===== src/rtl/uart_rsp_pkg.sv =====
// Shared constants, status codes and FSM encoding for the UART command responder.
// No logic; imported by uart_cmd_responder and uart_rsp_timer.
package uart_rsp_pkg;

  localparam logic [7:0] SOF_REQ = 8'hA5;
  localparam logic [7:0] SOF_RSP = 8'h5A;

  localparam logic [7:0] CMD_RD = 8'h01;
  localparam logic [7:0] CMD_WR = 8'h02;

  localparam logic [7:0] STAT_OK       = 8'h00;
  localparam logic [7:0] STAT_BAD_CHK  = 8'h01;
  localparam logic [7:0] STAT_BAD_CMD  = 8'h02;
  localparam logic [7:0] STAT_BAD_ADDR = 8'h03;

  typedef enum logic [3:0] {
    S_IDLE,
    S_CMD,
    S_ADDR,
    S_DATA,
    S_CHK,
    S_EXEC,
    S_RSP_SOF,
    S_RSP_STAT,
    S_RSP_DATA,
    S_RSP_CHK
  } state_t;

  function automatic logic [15:0] sat_inc(input logic [15:0] v);
    return (v == 16'hFFFF) ? v : v + 16'd1;
  endfunction

endpackage


===== src/rtl/uart_rsp_timer.sv =====
// Inter-byte gap counter: expired pulses on the TIMEOUT_CYCLES-th consecutive gap cycle.
// Zero latency on expiry; clears whenever the gap is broken (byte consumed or frame left).
module uart_rsp_timer
  import uart_rsp_pkg::*;
#(
  parameter int TIMEOUT_CYCLES = 50000
) (
  input  logic clk,
  input  logic reset_n,
  input  logic gap,
  output logic expired
);

  localparam int CW = (TIMEOUT_CYCLES > 1) ? $clog2(TIMEOUT_CYCLES) : 1;
  localparam logic [CW-1:0] LAST = CW'(TIMEOUT_CYCLES - 1);

  logic [CW-1:0] cnt;

  assign expired = gap && (cnt == LAST);

  always_ff @(posedge clk or negedge reset_n) begin
    if (!reset_n) begin
      cnt <= '0;
    end else if (!gap || expired) begin
      cnt <= '0;
    end else begin
      cnt <= cnt + 1'b1;
    end
  end

endmodule


===== src/rtl/uart_cmd_responder.sv =====
// Framed register read/write responder between RX/TX FIFOs; one byte per cycle in, EXEC is one cycle.
// Stalls on tx_full indefinitely; optional inter-byte timeout via UART_RSP_TIMEOUT_EN.
module uart_cmd_responder
  import uart_rsp_pkg::*;
#(
  parameter int REG_COUNT      = 16,
  parameter int TIMEOUT_CYCLES = 50000
) (
  input  logic        clk,
  input  logic        reset_n,
  input  logic        rx_empty,
  input  logic [7:0]  rx_data,
  output logic        rx_rd,
  input  logic        tx_full,
  output logic        tx_wr,
  output logic [7:0]  tx_data,
  output logic [7:0]  reg_addr,
  output logic        reg_wr,
  output logic [7:0]  reg_wdata,
  input  logic [7:0]  reg_rdata,
  output logic [15:0] ok_count,
  output logic [15:0] err_count
);

  localparam logic [8:0] ADDR_LIMIT = (REG_COUNT > 256) ? 9'd256 : 9'(REG_COUNT);

  state_t     state;
  logic [7:0] cmd_q;
  logic [7:0] data_q;
  logic [7:0] status_q;
  logic [7:0] rdata_q;
  logic       in_rx;
  logic       in_rsp;
  logic       timeout;
  logic [7:0] rx_status;

  assign in_rx  = state inside {S_IDLE, S_CMD, S_ADDR, S_DATA, S_CHK};
  assign in_rsp = state inside {S_RSP_SOF, S_RSP_STAT, S_RSP_DATA, S_RSP_CHK};

  // State sits in IDLE during reset, so the pop must also be gated by reset_n.
  assign rx_rd = reset_n && in_rx && !rx_empty;
  assign tx_wr = in_rsp && !tx_full;

`ifdef UART_RSP_TIMEOUT_EN
  logic in_frame;
  assign in_frame = state inside {S_CMD, S_ADDR, S_DATA, S_CHK};

  uart_rsp_timer #(
    .TIMEOUT_CYCLES(TIMEOUT_CYCLES)
  ) u_timer (
    .clk     (clk),
    .reset_n (reset_n),
    .gap     (in_frame && rx_empty),
    .expired (timeout)
  );
`else
  assign timeout = 1'b0 & (TIMEOUT_CYCLES != 0);
`endif

  always_comb begin
    rx_status = STAT_OK;
    if (rx_data != (cmd_q ^ reg_addr ^ data_q)) begin
      rx_status = STAT_BAD_CHK;
    end else if (cmd_q != CMD_RD && cmd_q != CMD_WR) begin
      rx_status = STAT_BAD_CMD;
    end else if ({1'b0, reg_addr} >= ADDR_LIMIT) begin
      rx_status = STAT_BAD_ADDR;
    end
  end

  always_comb begin
    tx_data = 8'h00;
    case (state)
      S_RSP_SOF:  tx_data = SOF_RSP;
      S_RSP_STAT: tx_data = status_q;
      S_RSP_DATA: tx_data = rdata_q;
      S_RSP_CHK:  tx_data = status_q ^ rdata_q;
      default:    tx_data = 8'h00;
    endcase
  end

  always_ff @(posedge clk or negedge reset_n) begin
    if (!reset_n) begin
      state     <= S_IDLE;
      cmd_q     <= 8'h00;
      data_q    <= 8'h00;
      status_q  <= 8'h00;
      rdata_q   <= 8'h00;
      reg_addr  <= 8'h00;
      reg_wr    <= 1'b0;
      reg_wdata <= 8'h00;
      ok_count  <= 16'h0000;
      err_count <= 16'h0000;
    end else begin
      reg_wr <= 1'b0;
      if (timeout) begin
        state     <= S_IDLE;
        err_count <= sat_inc(err_count);
      end else begin
        case (state)
          S_IDLE: begin
            if (!rx_empty && rx_data == SOF_REQ) state <= S_CMD;
          end
          S_CMD: begin
            if (!rx_empty) begin
              cmd_q  <= rx_data;
              data_q <= 8'h00;
              state  <= S_ADDR;
            end
          end
          S_ADDR: begin
            if (!rx_empty) begin
              reg_addr <= rx_data;
              state    <= (cmd_q == CMD_WR) ? S_DATA : S_CHK;
            end
          end
          S_DATA: begin
            if (!rx_empty) begin
              data_q <= rx_data;
              state  <= S_CHK;
            end
          end
          S_CHK: begin
            if (!rx_empty) begin
              status_q <= rx_status;
              // Strobe is registered so it lands exactly in the EXEC cycle.
              if (rx_status == STAT_OK && cmd_q == CMD_WR) begin
                reg_wr    <= 1'b1;
                reg_wdata <= data_q;
              end
              state <= S_EXEC;
            end
          end
          S_EXEC: begin
            if (status_q == STAT_OK) begin
              ok_count <= sat_inc(ok_count);
              rdata_q  <= (cmd_q == CMD_WR) ? data_q : reg_rdata;
            end else begin
              err_count <= sat_inc(err_count);
              rdata_q   <= 8'h00;
            end
            state <= S_RSP_SOF;
          end
          S_RSP_SOF:  if (!tx_full) state <= S_RSP_STAT;
          S_RSP_STAT: if (!tx_full) state <= S_RSP_DATA;
          S_RSP_DATA: if (!tx_full) state <= S_RSP_CHK;
          S_RSP_CHK:  if (!tx_full) state <= S_IDLE;
          default:    state <= S_IDLE;
        endcase
      end
    end
  end

endmodule


===== config.mk =====
export PLATFORM = sky130hd
export DESIGN_NAME = uart_cmd_responder
export DESIGN_NICKNAME = d
export VERILOG_FILES = /design/src/rtl/uart_rsp_pkg.sv /design/src/rtl/uart_rsp_timer.sv /design/src/rtl/uart_cmd_responder.sv
export SDC_FILE = /design/constraint.sdc
export NUM_CORES = 1
export LEC_CHECK = 0
export CAP_MARGIN = 20
export CORE_AREA = 2 2 93 95
export DETAILED_ROUTE_END_ITERATION = 12
export DIE_AREA = 0 0 95 97
export PLACE_DENSITY = 0.84
export SYNTH_ARGS = -nofsm -noshare
export SYNTH_HDL_FRONTEND = slang
export SYNTH_SLANG_ARGS = --single-unit

===== constraint.sdc =====
create_clock -name clk -period 2.7 [get_ports clk]
set_input_delay 0.54 -clock clk [delete_from_list [all_inputs] [get_ports clk]]
set_output_delay 0.54 -clock clk [all_outputs]
set_load 0.01 [all_outputs]

==> results.txt <==
The flow ran to the end, and the final reports show no timing, DRC or antenna violations. The number of enable flip-flop cells after synthesis is 0. Setup repair after global routing left no endpoint under its margin. For this design, the CTS-stage hold fixing added 0 buffers.

The largest single stage delay on the critical path is 0.56 ns. The critical register-to-register path endpoint is ok_count[14]. The biggest area contributor in the post-synthesis netlist is dfrtp_1. The number of warnings issued by yosys is 0. The clock passes through at most 2 buffers. The HPWL after detailed placement is 6.71 mm. Counting every sink on the clock net gives 79. Wires add up to 8.97 mm. By area the synthesized netlist is led by dfrtp_1 49%, xnor2_1 7.9%, nand2_1 4.7%, xor2_1 4.4%, mux2_4 3.0%. The layout net count came out at 479.

The number of nets produced by synthesis is 392. The number of antenna diodes in the final layout is 0. The I/O pin total came out at 79. In this run the critical register-to-register path is launched from state[3]. The highest attainable clock frequency is 392 MHz.

The worst-case clock skew is 0.00929 ns. STA puts the critical path data arrival time at 2.01 ns. The routed wirelength normalized by instance count came out at 15.8 um. After synthesis, the most frequently instantiated cells are 79 x dfrtp_1, 50 x nand2_1, 36 x xnor2_1, 20 x xor2_1, 18 x o21ai_0. The floorplan step defined a die boundary enclosing 9220 um2.

The portion of the post-synthesis area used by sequential elements came out at 0.493. In the final timing run, aggregate negative setup slack is 0 ns. The count of state elements after synthesis came out at 79. In the final layout, flip-flops and latches occupy 1980 um2. In this run, CTS created clock tree buffers numbering 9. The worst reg2reg path depth came out at 5. The post-CTS setup repair buffer count is 0. In the global route stage, overall resource usage came out at 0.204. The critical path class is register to primary output. Across the run, the number of max-cap violations was 0.

The worst vdd rail ir drop came out at 0.000603 V. The kind of launch point of the worst setup path is a register. The setup slack of the critical path after layout is 0.146 ns. Dividing total power by cell area gives a power density of 858 nW/um2. CTS placed an instance of clkbuf_8 at the clock tree root. The floorplan core area is 8130 um2.

The worst reg-to-reg setup slack is 0.51 ns. The critical path goes through inv_2 > and3_2 > nand2_1 > o21ai_1 > clkdlybuf4s50_1. STA classifies the critical path endpoint as a primary output. Entering global routing, the biggest net connects 80 pins. The floorplan row count is 33.

Of the cells placed in the final design, the portion with a size suffix greater than 1 is 0.119. The share of async-settable or async-resettable flops after synthesis is 1.00. TritonCTS built the clock tree.

In the finished design, the share of the clock period the worst path needs comes to 0.946. For this configuration, the core starts out at a cell density of 0.493. The mean post-synth cell area is 10.8 um2. After filler insertion, the fill cell instance count of the layout stands at 664. Of the post-synthesis cell area, the dominant cell type holds 0.493. The final weighted congestion of routability-driven global placement came out at 0.795.

The maximum fanout count along the critical path is 11. The critical path starts at state[2]. The horizontal die dimension is 95 um. The worst endpoint required time came out at 2.16 ns. The cell area after technology mapping came out at 4010 um2. The detailed-router iteration count before antenna repair came out at 4. The remaining design rule violation count is 0.

The global-route wire length before repair came out at 14.7 mm. The final design instance area without fill is 5140 um2. The vertical die dimension is 97 um.

The detailed-route via count came out at 3081. The number of input and output port buffers inserted came out at 78. The number of antenna violations at the first check in global routing is 0. The time the final worst path needs with I/O delays and setup came out at 2.55 ns. The clock latency at the later pin of the worst-skew pair came out at 0.36 ns. The number of setup violations in the final report is 0.

The via density per instance is 5.44. The headroom to the max-slew limit came out at 0.348. The count of H-tree levels built during CTS is 3. The layout-stage area growth over the synthesis result is 28.2%.

The buffering stage count on the worst path with inverters included came out at 2. The clock transition at the registers of the reported paths came out at 0.08 ns. The type of the worst min-delay path is input port to asynchronous set/reset pin.

The count of cell instances traversed by the critical path came out at 5. The total global routing overflow is 0. For this block, the initial DRC count from the detailed router was 131.

The most used flip-flop cell after synthesis is dfrtp_1. The most critical setup path has its endpoint at tx_data[6]. The final antenna-violating net count is 0.

The largest individual stage delay along the critical path comes from the cell clkdlybuf4s50_1. The number of global-route vias before repair came out at 3035. The analysis attributes to cell leakage a power of 2.14 nW.

The post-synthesis cell type count is 49. The number of endpoints with negative hold slack in the final report is 0. The number of instances in the synthesized netlist came out at 370. Yosys instantiated no cell more often than dfrtp_1. The area taken by multi-input logic gates is 1960 um2. The transition time at the pin with the least slew margin is 0.978 ns. The critical path's top delay family is buffers and inverters. The worst slack at placement came out at 0.137 ns. After detailed placement, the total cell area comes to 4950 um2. The final-report max-slew violation count is 0.
## registers in the layout, indices dropped and copies added, names as in the netlist
| signal | cells |
|---|---|
| err_count | 16 |
| ok_count | 16 |
| cmd_q | 8 |
| data_q | 8 |
| rdata_q | 8 |
| reg_addr | 8 |
| reg_wdata | 8 |
| state | 4 |
| status_q | 2 |
| reg_wr | 1 |
## layer usage
layer  routed length, um  vias to the layer above  GRT usage  share of wire
met5                   0                        -          0              0
met4                 143                        0     0.0736          0.016
met3                 296                       15     0.0296          0.033
met2                4460                       75      0.342           0.50
met1                4070                     1515      0.266           0.45
li1                    -                     1476          -              -
## worst reg2reg max path: cells and delay by family, from the launching register on
family                    cells  cell delay [ns]
xor gates and xnor gates      1             0.15
DFF                           1             0.52
and+or+nand+nor               4             1.41
## how the worst min path moves through the flow
stage	startpoint	to	cells past startpoint	slack [ns]
after floorplan	reset_n	cmd_q[0]	0	0.24
after global placement	rdata_q[7]	rdata_q[7]	2	0.46
after detailed placement	rdata_q[7]	rdata_q[7]	2	0.47
after CTS	rdata_q[7]	rdata_q[7]	2	0.49
after global routing	rdata_q[7]	rdata_q[7]	2	0.53
final	reset_n	cmd_q[2]	2	0.45
## timing repair
item | CTS | global route
setup endpoints to repair | 1 | 6
pin swaps | 0 | 0
resized for setup | 1 | 3
hold endpoints to repair | 0 | 0
gates cloned | 0 | 0
## cells by family after synthesis
| logic type | synth area share |
|---|---|
| simple gates | 0.189 |
| flops | 0.493 |
| xor+xnor | 0.122 |
| compound gates | 0.0674 |
| mux | 0.103 |
| buf+inv | 0.0184 |
| fa+ha+maj | 0.00624 |
## power by group
part | internal [mW] | total [mW] | switching [mW]
registers | 1.47 | 1.86 | 0.389
clock network | 0.420 | 0.856 | 0.436
logic | 0.865 | 1.69 | 0.822
total | 2.76 | 4.41 | 1.65
## cell type report
| class | instances | area share |
|---|---|---|
| multi-input cells | 275 | 0.381 |
| flip-flops and latches | 79 | 0.385 |
| clock inverters | 6 | 0.0122 |
| well taps | 105 | 0.0256 |
| repair buffers | 88 | 0.169 |
| clock buffers | 9 | 0.0241 |
| inverters | 4 | 0.00292 |
## through the flow
step / power (mW) / hold slack [ns] / instances / utilization
after global placement: 3.50 / 0.459 / 551 / 0.608
final: 4.41 / 0.452 / 566 / 0.631
after global routing: 4.68 / 0.528 / 566 / 0.631
after detailed placement: 3.57 / 0.468 / 551 / 0.608
after CTS: 4.42 / 0.486 / 566 / 0.631
after floorplan: 2.94 / 0.244 / 370 / -
## cells in the final DEF, fill, tap and decap left out, types with 4 or more instances in the layout
| cell | instances |
|---|---|
| mux2_1 | 10 |
| mux2i_1 | 9 |
| and2_1 | 5 |
| nand4_1 | 13 |
| mux2_4 | 8 |
| xnor2_1 | 36 |
| clkbuf_8 | 9 |
| nand3_1 | 14 |
| and3_1 | 6 |
| mux2_2 | 8 |
| dfrtp_1 | 77 |
| buf_4 | 10 |
| clkdlybuf4s50_1 | 77 |
| o21ai_0 | 17 |
| xor2_1 | 20 |
| nor3b_1 | 4 |
| o21ai_1 | 12 |
| nor3_1 | 4 |
| nor2_1 | 15 |
| nand2_1 | 50 |
(Power assumes the default switching activity.)
